[config.mk]
export PLATFORM = sky130hd
export DESIGN_NAME = apb_master_arb
export DESIGN_NICKNAME = d
export VERILOG_FILES = /design/src/rtl/apb_ctrl_pkg.sv /design/src/rtl/apb_rr_arbiter.sv /design/src/rtl/apb_master_arb.sv
export SDC_FILE = /design/constraint.sdc
export NUM_CORES = 1
export LEC_CHECK = 0
export BUFFER_PORTS_ARGS = -buffer_cell sky130_fd_sc_hd__buf_2
export CAP_MARGIN = 20
export CORE_MARGIN = 4
export CORE_UTILIZATION = 44
export DETAILED_ROUTE_END_ITERATION = 7
export GPL_ROUTABILITY_DRIVEN = 0
export PLACE_DENSITY = 0.89
export SYNTH_ARGS = -nofsm -noshare
export SYNTH_HDL_FRONTEND = slang
export SYNTH_HIERARCHICAL = 1
export SYNTH_SLANG_ARGS = --single-unit
[constraint.sdc]
create_clock -name PCLK -period 2.6 [get_ports PCLK]
set_input_delay 0.78 -clock PCLK [delete_from_list [all_inputs] [get_ports PCLK]]
set_output_delay 0.78 -clock PCLK [all_outputs]
set_load 0.1 [all_outputs]
[src/rtl/apb_ctrl_pkg.sv]
// Shared types for the two-requester APB master: FSM states, requester count
// and the latched command record.
package apb_ctrl_pkg;

  localparam int unsigned NUM_REQ        = 2;
  localparam int unsigned CMD_ADDR_WIDTH = 8;
  localparam int unsigned CMD_DATA_WIDTH = 32;

  typedef enum logic [1:0] {
    IDLE   = 2'd0,
    SETUP  = 2'd1,
    ACCESS = 2'd2
  } apb_state_e;

  typedef struct packed {
    logic                      write;
    logic [CMD_ADDR_WIDTH-1:0] addr;
    logic [CMD_DATA_WIDTH-1:0] wdata;
  } apb_cmd_t;

endpackage

[src/rtl/apb_rr_arbiter.sv]
// Two-way round-robin arbiter: one-hot grant from the request vector, and a
// priority pointer that flips to the loser only when the grant is accepted.
import apb_ctrl_pkg::*;

module apb_rr_arbiter (
  input  logic               clk,
  input  logic               rst,
  input  logic [NUM_REQ-1:0] req,
  input  logic               accept,
  output logic [NUM_REQ-1:0] grant,
  output logic               prio
);

  logic prio_q, prio_d;

  always_comb begin
    grant = '0;
    unique case (req)
      2'b01:   grant = 2'b01;
      2'b10:   grant = 2'b10;
      2'b11:   grant = prio_q ? 2'b10 : 2'b01;
      default: grant = '0;
    endcase
  end

  // After granting requester 0 the other one gets priority, and vice versa.
  always_comb begin
    prio_d = prio_q;
    if (accept) prio_d = grant[0];
  end

  always_ff @(posedge clk) begin
    if (rst) prio_q <= 1'b0;
    else     prio_q <= prio_d;
  end

  assign prio = prio_q;

endmodule

[src/rtl/apb_master_arb.sv]
// Two-requester APB master: round-robin command accept, SETUP/ACCESS
// sequencing with PREADY wait states, wait-state timeout and routed responses.
import apb_ctrl_pkg::*;

module apb_master_arb #(
  parameter int unsigned ADDR_WIDTH = 8,
  parameter int unsigned DATA_WIDTH = 32,
  parameter int unsigned TIMEOUT    = 16
) (
  input  logic                          PCLK,
  input  logic                          PRESET,
  input  logic [NUM_REQ-1:0]            req_valid,
  output logic [NUM_REQ-1:0]            req_ready,
  input  logic [NUM_REQ-1:0]            req_write,
  input  logic [NUM_REQ*ADDR_WIDTH-1:0] req_addr,
  input  logic [NUM_REQ*DATA_WIDTH-1:0] req_wdata,
  output logic [NUM_REQ-1:0]            rsp_valid,
  output logic [DATA_WIDTH-1:0]         rsp_rdata,
  output logic                          rsp_err,
  output logic                          PSELx,
  output logic                          PENABLE,
  output logic                          PWRITE,
  output logic [ADDR_WIDTH-1:0]         PADDR,
  output logic [DATA_WIDTH-1:0]         PWDATA,
  input  logic [DATA_WIDTH-1:0]         PRDATA,
  input  logic                          PREADY,
  input  logic                          PSLVERR
);

  localparam int unsigned WAIT_W = (TIMEOUT > 0) ? $clog2(TIMEOUT + 1) : 1;

  // The command record has fixed field widths, so the bus widths must match it.
  if (ADDR_WIDTH != CMD_ADDR_WIDTH || DATA_WIDTH != CMD_DATA_WIDTH) begin : g_width_check
    $error("apb_master_arb: ADDR_WIDTH/DATA_WIDTH must match apb_cmd_t field widths");
  end

  apb_state_e              state_q, state_d;
  apb_cmd_t                cmd_q, cmd_d;
  logic                    gnt_q, gnt_d;
  logic [WAIT_W-1:0]       wait_q, wait_d;
  logic                    psel_q, psel_d;
  logic                    penable_q, penable_d;
  logic [NUM_REQ-1:0]      rsp_valid_q, rsp_valid_d;
  logic [DATA_WIDTH-1:0]   rsp_rdata_q, rsp_rdata_d;
  logic                    rsp_err_q, rsp_err_d;

  logic [NUM_REQ-1:0]      grant;
  logic                    accept;
  logic                    arb_prio;
  logic                    arb_prio_unused;

  apb_rr_arbiter u_arb (
    .clk    (PCLK),
    .rst    (PRESET),
    .req    (req_valid),
    .accept (accept),
    .grant  (grant),
    .prio   (arb_prio)
  );

  assign arb_prio_unused = arb_prio;

  always_comb begin
    state_d     = state_q;
    cmd_d       = cmd_q;
    gnt_d       = gnt_q;
    wait_d      = wait_q;
    psel_d      = psel_q;
    penable_d   = penable_q;
    rsp_valid_d = '0;
    rsp_rdata_d = rsp_rdata_q;
    rsp_err_d   = rsp_err_q;
    accept      = 1'b0;
    req_ready   = '0;

    unique case (state_q)
      IDLE: begin
        if ((|req_valid) && !PRESET) begin
          accept      = 1'b1;
          req_ready   = grant;
          gnt_d       = grant[1];
          cmd_d.write = grant[1] ? req_write[1] : req_write[0];
          cmd_d.addr  = grant[1] ? req_addr[ADDR_WIDTH +: ADDR_WIDTH]
                                 : req_addr[0 +: ADDR_WIDTH];
          cmd_d.wdata = grant[1] ? req_wdata[DATA_WIDTH +: DATA_WIDTH]
                                 : req_wdata[0 +: DATA_WIDTH];
          wait_d      = '0;
          psel_d      = 1'b1;
          penable_d   = 1'b0;
          state_d     = SETUP;
        end
      end

      SETUP: begin
        penable_d = 1'b1;
        state_d   = ACCESS;
      end

      ACCESS: begin
        if (PREADY) begin
          psel_d      = 1'b0;
          penable_d   = 1'b0;
          rsp_valid_d = gnt_q ? 2'b10 : 2'b01;
          rsp_rdata_d = cmd_q.write ? '0 : PRDATA;
          rsp_err_d   = PSLVERR;
          state_d     = IDLE;
        end else if (TIMEOUT != 0 && (32'(wait_q) + 32'd1) == TIMEOUT) begin
          // This low-PREADY cycle is the TIMEOUT-th one: abort now.
          psel_d      = 1'b0;
          penable_d   = 1'b0;
          rsp_valid_d = gnt_q ? 2'b10 : 2'b01;
          rsp_rdata_d = '0;
          rsp_err_d   = 1'b1;
          state_d     = IDLE;
        end else if (32'(wait_q) < TIMEOUT) begin
          wait_d = wait_q + 1'b1;
        end
      end

      default: state_d = IDLE;
    endcase
  end

  always_ff @(posedge PCLK) begin
    if (PRESET) begin
      state_q     <= IDLE;
      cmd_q       <= '0;
      gnt_q       <= 1'b0;
      wait_q      <= '0;
      psel_q      <= 1'b0;
      penable_q   <= 1'b0;
      rsp_valid_q <= '0;
      rsp_rdata_q <= '0;
      rsp_err_q   <= 1'b0;
    end else begin
      state_q     <= state_d;
      cmd_q       <= cmd_d;
      gnt_q       <= gnt_d;
      wait_q      <= wait_d;
      psel_q      <= psel_d;
      penable_q   <= penable_d;
      rsp_valid_q <= rsp_valid_d;
      rsp_rdata_q <= rsp_rdata_d;
      rsp_err_q   <= rsp_err_d;
    end
  end

  assign PSELx     = psel_q;
  assign PENABLE   = penable_q;
  assign PWRITE    = cmd_q.write;
  assign PADDR     = cmd_q.addr;
  assign PWDATA    = cmd_q.wdata;
  assign rsp_valid = rsp_valid_q;
  assign rsp_rdata = rsp_rdata_q;
  assign rsp_err   = rsp_err_q;

endmodule

==> results_dict.tcl, run 1 <==
set metrics [dict create \
    run_status "complete, no violations" \
    place.port_buffers 199 \
    cp_max_fo 4 \
    maxCapViolCount 0 \
    yosys_register_bits 87 \
    die-width_um 97.38 \
    max-slew-margin-rel_pct 47.68 \
    reg2reg_depth 7 \
    yosys.area.top_type_share_pct 49.56 \
    pwr-share-clk_pct 26.1 \
    synth_cell_types 42 \
    power_switching_mw 1.491 \
    min_path_type "flip-flop to flip-flop" \
    async_reset_ff_share_pct 0 \
    root_buffer "clkbuf_8" \
    seq_area_frac_synth_pct 49.56 \
    antenna_diode_count 0 \
    post_synth_instance_area_sq_um 3515 \
    grt_max_degree 85 \
    setup_viol 0 \
    detail-route-antenna-nets 0 \
    synth.top_cells.by_area "dfxtp_1, mux2i_1, a211oi_1, a22o_1, nor2_1" \
    power.density_cell_area_nw_per_um2 758.1 \
    crit-reg2reg-launch "wait_q[0]" \
    post-cts-setup-buffer-count 0 \
    worst_ep_arrival_time_ps 1570 \
    tritoncts_num_sinks 87 \
    boundaryPins 200 \
    fp.dieArea_sq_um 9482 \
    wl_per_cell_um 15.31 \
    share_of_layout_cells_above_drive_strength_1_pct 44.55 \
    die-height_um 97.38 \
    synthTopCellsByCount "dfxtp_1, nor2_1, a211oi_1, mux2i_1, a22o_1" \
    overflow 0 \
    vias 3279 \
    number_of_global_route_vias_before_repair 3308 \
    most_common_cell_in_the_netlist "dfxtp_1" \
    p_seq_share_pct 40.7 \
    finClkSkew_ps 13.34 \
    max_freq_ghz 0.4261 \
    timing.setup.critical_path_class "input port to primary output" \
    rsz0062_at_grt "no" \
    grt_pass1_wl_mm 15.68 \
    antenna_found_initial 0 \
    tritoncts "built" \
    finalCritPeriodShare_pct 90.26 \
    clk_latency_ps 340 \
    cts_repair_resize_count 0 \
    report.final.slew_viol_count 0 \
    initial_utilization_pct 45.48 \
    clockBufferDepth 2 \
    timing.final.hold_violations 0 \
    place.detailed.hpwl_mm 7.197 \
    finalSetupTns_ps 0 \
    drc 0 \
    final_design_area_no_fill_sq_um 4830 \
    track_usage_pct 19.95 \
    cts-buffers-inserted 9 \
    start_kind "input port" \
    fin_nets 649 \
    ir_drop_mv 0.4218 \
    pwr-share-comb_pct 33.3 \
    htree_num_levels 3 \
    yosysWarningCount 6 \
    post_synth_inst_count 339 \
    synth_enable_flop_cells 0 \
    synth_flop_cell "dfxtp_1" \
    average_cell_area_after_synthesis_sq_um 10.37 \
    viasPerCell 5.172 \
    core_sq_um 7727 \
    total_leakage_power_nw 2.352 \
    post_cts_hold_buffer_count 0 \
    tightestPinTransition_ps 784.7 \
    post_dp_cell_area_sq_um 4598 \
    required_ps 1820 \
    syn_nets 461 \
    worstHoldStart "gnt_q" \
    routed_wl_mm 9.704 \
    cts.clk_slew.worst_paths_ps 90 \
    swShare_pct 40.71 \
    period_needed_ps 2347 \
    worst_r2r_endpoint "rsp_rdata[18]" \
    critical_path.endpoint_type "primary output" \
    hold_end "rsp_valid[0]" \
    dr.first_iter.drc_count 73 \
    layout_overhead_on_the_synthesized_area_pct 37.42 \
    power.internal_mw 2.171 \
    yosysTopAreaCell "dfxtp_1" \
    detailed_routing_iteration_count_for_the_pre_antenna_repair_pass 4 \
    rrSetupSlack_ps 540 \
    timing.hold.worst_path_depth 1 \
    floorplan.rows 32 \
]
-- layer usage --
layer,part of all wire (%),vias up,wire (um),global-route usage [%]
met2,47,167,4607,33.84
met4,1.8,0,171,6.922
met3,10,15,1004,7.466
met1,40,1470,3921,23.04
li1,-,1627,-,-
met5,0,-,0,0
-- power by group through the flow --
stage,combinational (mW),clock [mW],sequential (mW)
6_report,1.22,0.954,1.49
5_1_grt,1.28,1.05,1.50
4_1_cts,1.22,0.992,1.49
3_3_place_gp,1.21,0,1.51
3_5_place_dp,1.22,0,1.52
2_1_floorplan,0.293,0,2.20
-- flip-flops by register name (all words and copies together) (netlist names) --
| signal | count |
|---|---|
| PADDR | 8 |
| PWRITE | 1 |
| u_arb/prio | 1 |
| rsp_err | 1 |
| PWDATA | 32 |
| wait_q | 5 |
| rsp_rdata | 32 |
| rsp_valid | 2 |
| PENABLE | 1 |
| state_q | 2 |
| gnt_q | 1 |
| PSELx | 1 |
-- kinds of logic (layout without fill, tap and decap cells) --
group,Yosys count,after routing,share of synthesized area [%]
adder cells (fa/ha/maj),2,2,0.7119
AND/OR/NAND/NOR,77,77,10.25
flip-flops,87,87,49.55
multiplexers,41,41,11.68
AO/OA/AOI/OAI,95,95,22.18
buffers and inverters,35,228,4.913
XOR/XNOR,2,2,0.7122
-- how the worst max path moves through the flow --
stage | cells past startpoint | to | from
after floorplan | 4 | req_ready[1] | req_valid[1]
after CTS | 5 | req_ready[1] | req_valid[0]
after detailed placement | 5 | req_ready[1] | req_valid[0]
final | 5 | req_ready[1] | req_valid[0]
after global placement | 5 | req_ready[1] | req_valid[0]
after global routing | 5 | req_ready[1] | req_valid[0]
-- layout by cell type, fill, tap and decap left out, types with 2 or more instances in the layout --
master,count
nand2_1,11
o21ai_1,2
buf_12,2
mux2i_1,41
buf_2,197
buf_4,5
a22o_1,28
nor3_1,2
ha_1,2
nand3_1,2
inv_1,7
o32ai_1,2
a22o_2,4
a211oi_1,41
a21oi_1,5
a21o_1,2
and3_4,2
nor2b_1,2
clkbuf_8,10
nor4b_1,2
dfxtp_1,87
inv_6,2
nor3_4,2
nor2_1,47
clkinv_2,2
-- per-stage QoR --
stage	util [%]	std cells	hold WS, ps	setup slack, ps	power [mW]
finish	62.50	634	447.6	253.2	3.661
global route	62.50	634	480.8	199.6	3.834
CTS	62.14	633	448.1	251.7	3.705
detailed placement	59.50	617	435.9	264.3	2.740
global placement	59.50	617	424.8	275.2	2.720
floorplan	-	339	412.5	3.556	2.491
-- critical path, stage by stage --
cell and delay [ps]:
buf_2 120, nor2_1 80, nor3_4 170, and3_4 240
buf_12 170
-- layout make-up --
type / count / area [sq um]
clock inverter: 6 / 66.31
multi-input combinational: 217 / 1639
timing repair buffer: 205 / 1091
sequential: 87 / 1742
tap: 102 / 127.6
fill: 634 / 2898
inverter: 7 / 26.28
clock buffer: 10 / 137.6
No activity file was read; power rests on OpenSTA's default activity.
==> run 2, diff against run 1 <==
--- a/config.mk
+++ b/config.mk
@@ -8,10 +8,10 @@
 export BUFFER_PORTS_ARGS = -buffer_cell sky130_fd_sc_hd__buf_2
 export CAP_MARGIN = 20
 export CORE_MARGIN = 4
-export CORE_UTILIZATION = 44
+export CORE_UTILIZATION = 40
 export DETAILED_ROUTE_END_ITERATION = 7
 export GPL_ROUTABILITY_DRIVEN = 0
-export PLACE_DENSITY = 0.89
+export PLACE_DENSITY = 0.86
 export SYNTH_ARGS = -nofsm -noshare
 export SYNTH_HDL_FRONTEND = slang
 export SYNTH_HIERARCHICAL = 1
==> constraint.sdc (replaced) <==
create_clock -name PCLK -period 2.02 [get_ports PCLK]
set_input_delay 0.606 -clock PCLK [delete_from_list [all_inputs] [get_ports PCLK]]
set_output_delay 0.606 -clock PCLK [all_outputs]
set_load 0.1 [all_outputs]
==> run 2 against run 1 <==
Effect of this change: global-route usage down 1.6 points; core utilization is 2.8 points lower; setup slack lost 200 ps; clock power rose by 69%; critical path type is now flip-flop to flip-flop; largest power group unchanged.
==> results_dict.tcl, run 2 (synthesized netlist as in run 1, its figures left out) <==
set metrics [dict create \
    run_status "complete, no violations" \
    boundaryPins 200 \
    place.port_buffers 199 \
    grt_max_degree 64 \
    fin_nets 659 \
    worst_ep_arrival_time_ps 2220 \
    floorplan.rows 33 \
    instances_no_fill 647 \
    wl_per_cell_um 15.23 \
    track_usage_pct 18.40 \
    final_cell_mix "buf_2, dfxtp_1, nor2_1, mux2i_1, a211oi_1" \
    clockBufferDepth 2 \
    detailed_routing_iteration_count_for_the_pre_antenna_repair_pass 4 \
    tritoncts "built" \
    routed_wl_mm 9.852 \
    required_ps 2270 \
    max-slew-margin-rel_pct 66.22 \
    post_dp_cell_area_sq_um 4710 \
    share_of_layout_cells_above_drive_strength_1_pct 46.13 \
    final_util_pct 59.73 \
    numPlacedInstances 630 \
    max_freq_ghz 0.5084 \
    critPathMaxStageDelay_ps 380 \
    viasPerCell 5.158 \
    root_buffer "clkbuf_8" \
    cts.clk_slew.worst_paths_ps 100 \
    post-route-worst-setup-slack_ps 53.18 \
    report.final.slew_viol_count 0 \
    mostFrequentLayoutCell "buf_2" \
    dpl_worst_slack_ps -73.37 \
    overflow 0 \
    fp.dieArea_sq_um 10350 \
    start_kind "flip-flop" \
    vias 3337 \
    cpMaxStageDelayCell "dfxtp_1" \
    finalCritPeriodShare_pct 97.37 \
    core_sq_um 8382 \
    post-cts-setup-buffer-count 0 \
    setup_viol 0 \
    tritoncts_num_sinks 87 \
    timing.setup.critical_path_class "flip-flop to flip-flop" \
    period_needed_ps 1967 \
    grt_pass1_wl_mm 15.15 \
    layout_overhead_on_the_synthesized_area_pct 42.43 \
    finClkSkew_ps 16.31 \
    detail-route-antenna-nets 0 \
    antenna_found_initial 0 \
    number_of_global_route_vias_before_repair 3212 \
    antenna_diode_count 0 \
    die-height_um 101.7 \
    dr.first_iter.drc_count 78 \
    place.detailed.hpwl_mm 7.327 \
    tightestPinTransition_ps 510.2 \
    cp_max_fo 6 \
    initial_utilization_pct 41.93 \
    drc 0 \
    critical_path.endpoint_type "flip-flop" \
    worst_hold_slack_ps 451.4 \
    power.density_cell_area_nw_per_um2 1026 \
    critPathTopFamily "compound AO/OA/AOI/OAI gates" \
    cts-buffers-inserted 9 \
    maxCapViolCount 0 \
    cp_num_buf_inv 1 \
    ir_drop_mv 0.5673 \
    htree_num_levels 3 \
    die-width_um 101.7 \
    worstPathCellList "ha_1, nor4b_2, a2bb2oi_2, buf_4, o21ai_1, nor2_1, o31a_1" \
    min_path_type "input port to flip-flop" \
    timing.final.hold_violations 0 \
    clk_latency_ps 360 \
    final_design_area_no_fill_sq_um 5006 \
    total_leakage_power_nw 2.433 \
]
run 2: path summary, 6_finish.rpt:
| path | depth (start not counted) | to | slack, ps | start |
|---|---|---|---|---|
| max reg2reg | 7 | wait_q[0] | 50 | wait_q[0] |
| min reg2reg | 1 | PSELx | 450 | PSELx |
| max | 7 | wait_q[0] | 50 | wait_q[0] |
| min | 2 | rsp_rdata[1] | 450 | PRDATA[1] |
run 2: report_power, final:
group / internal, mW / switching (mW)
Clock: 0.964 / 0.650
Sequential: 1.84 / 0.0720
Combinational: 0.362 / 1.24
run 2: cell type report:
| cell class | instances | area (sq um) |
|---|---|---|
| fillers | 696 | 3376 |
| flip-flops and latches | 87 | 1743 |
| multi-input cells | 218 | 1669 |
| repair buffers | 214 | 1164 |
| clock inverters | 7 | 148.9 |
| well taps | 105 | 131.4 |
| clock buffers | 9 | 123.9 |
| inverters | 7 | 26.28 |
run 2: metal layers:
metal  vias to the layer above  global-route usage, %  routed length, um
met3                        21                  5.165                859
met4                         0                  6.851                210
met1                      1529                  20.79               3669
li1                       1639                      -                  -
met5                         -                      0                  0
met2                       148                  32.85               5113
run 2: per-stage QoR:
| step | power [mW] | setup TNS, ps |
|---|---|---|
| after floorplan | 3.219 | -42.98 |
| after global placement | 3.528 | 0 |
| after detailed placement | 3.559 | -1212 |
| after CTS | 5.184 | 0 |
| after global routing | 5.339 | -20.17 |
| final | 5.136 | 0 |
run 2: worst register-to-register path: stages, from the launching register on:
cell and delay [ps]:
dfxtp_1 380, ha_1 300, nor4b_2 270, a2bb2oi_2 120
buf_4 160, o21ai_1 300, nor2_1 90, o31a_1 250
run 2: what timing repair did:
action                                  CTS  global route
gates resized for setup                   1             2
hold endpoints to repair                  0             0
endpoints found under the setup margin   34             9
hold buffers                              0             0
gates cloned                              1             0
pin swaps                                 1             1
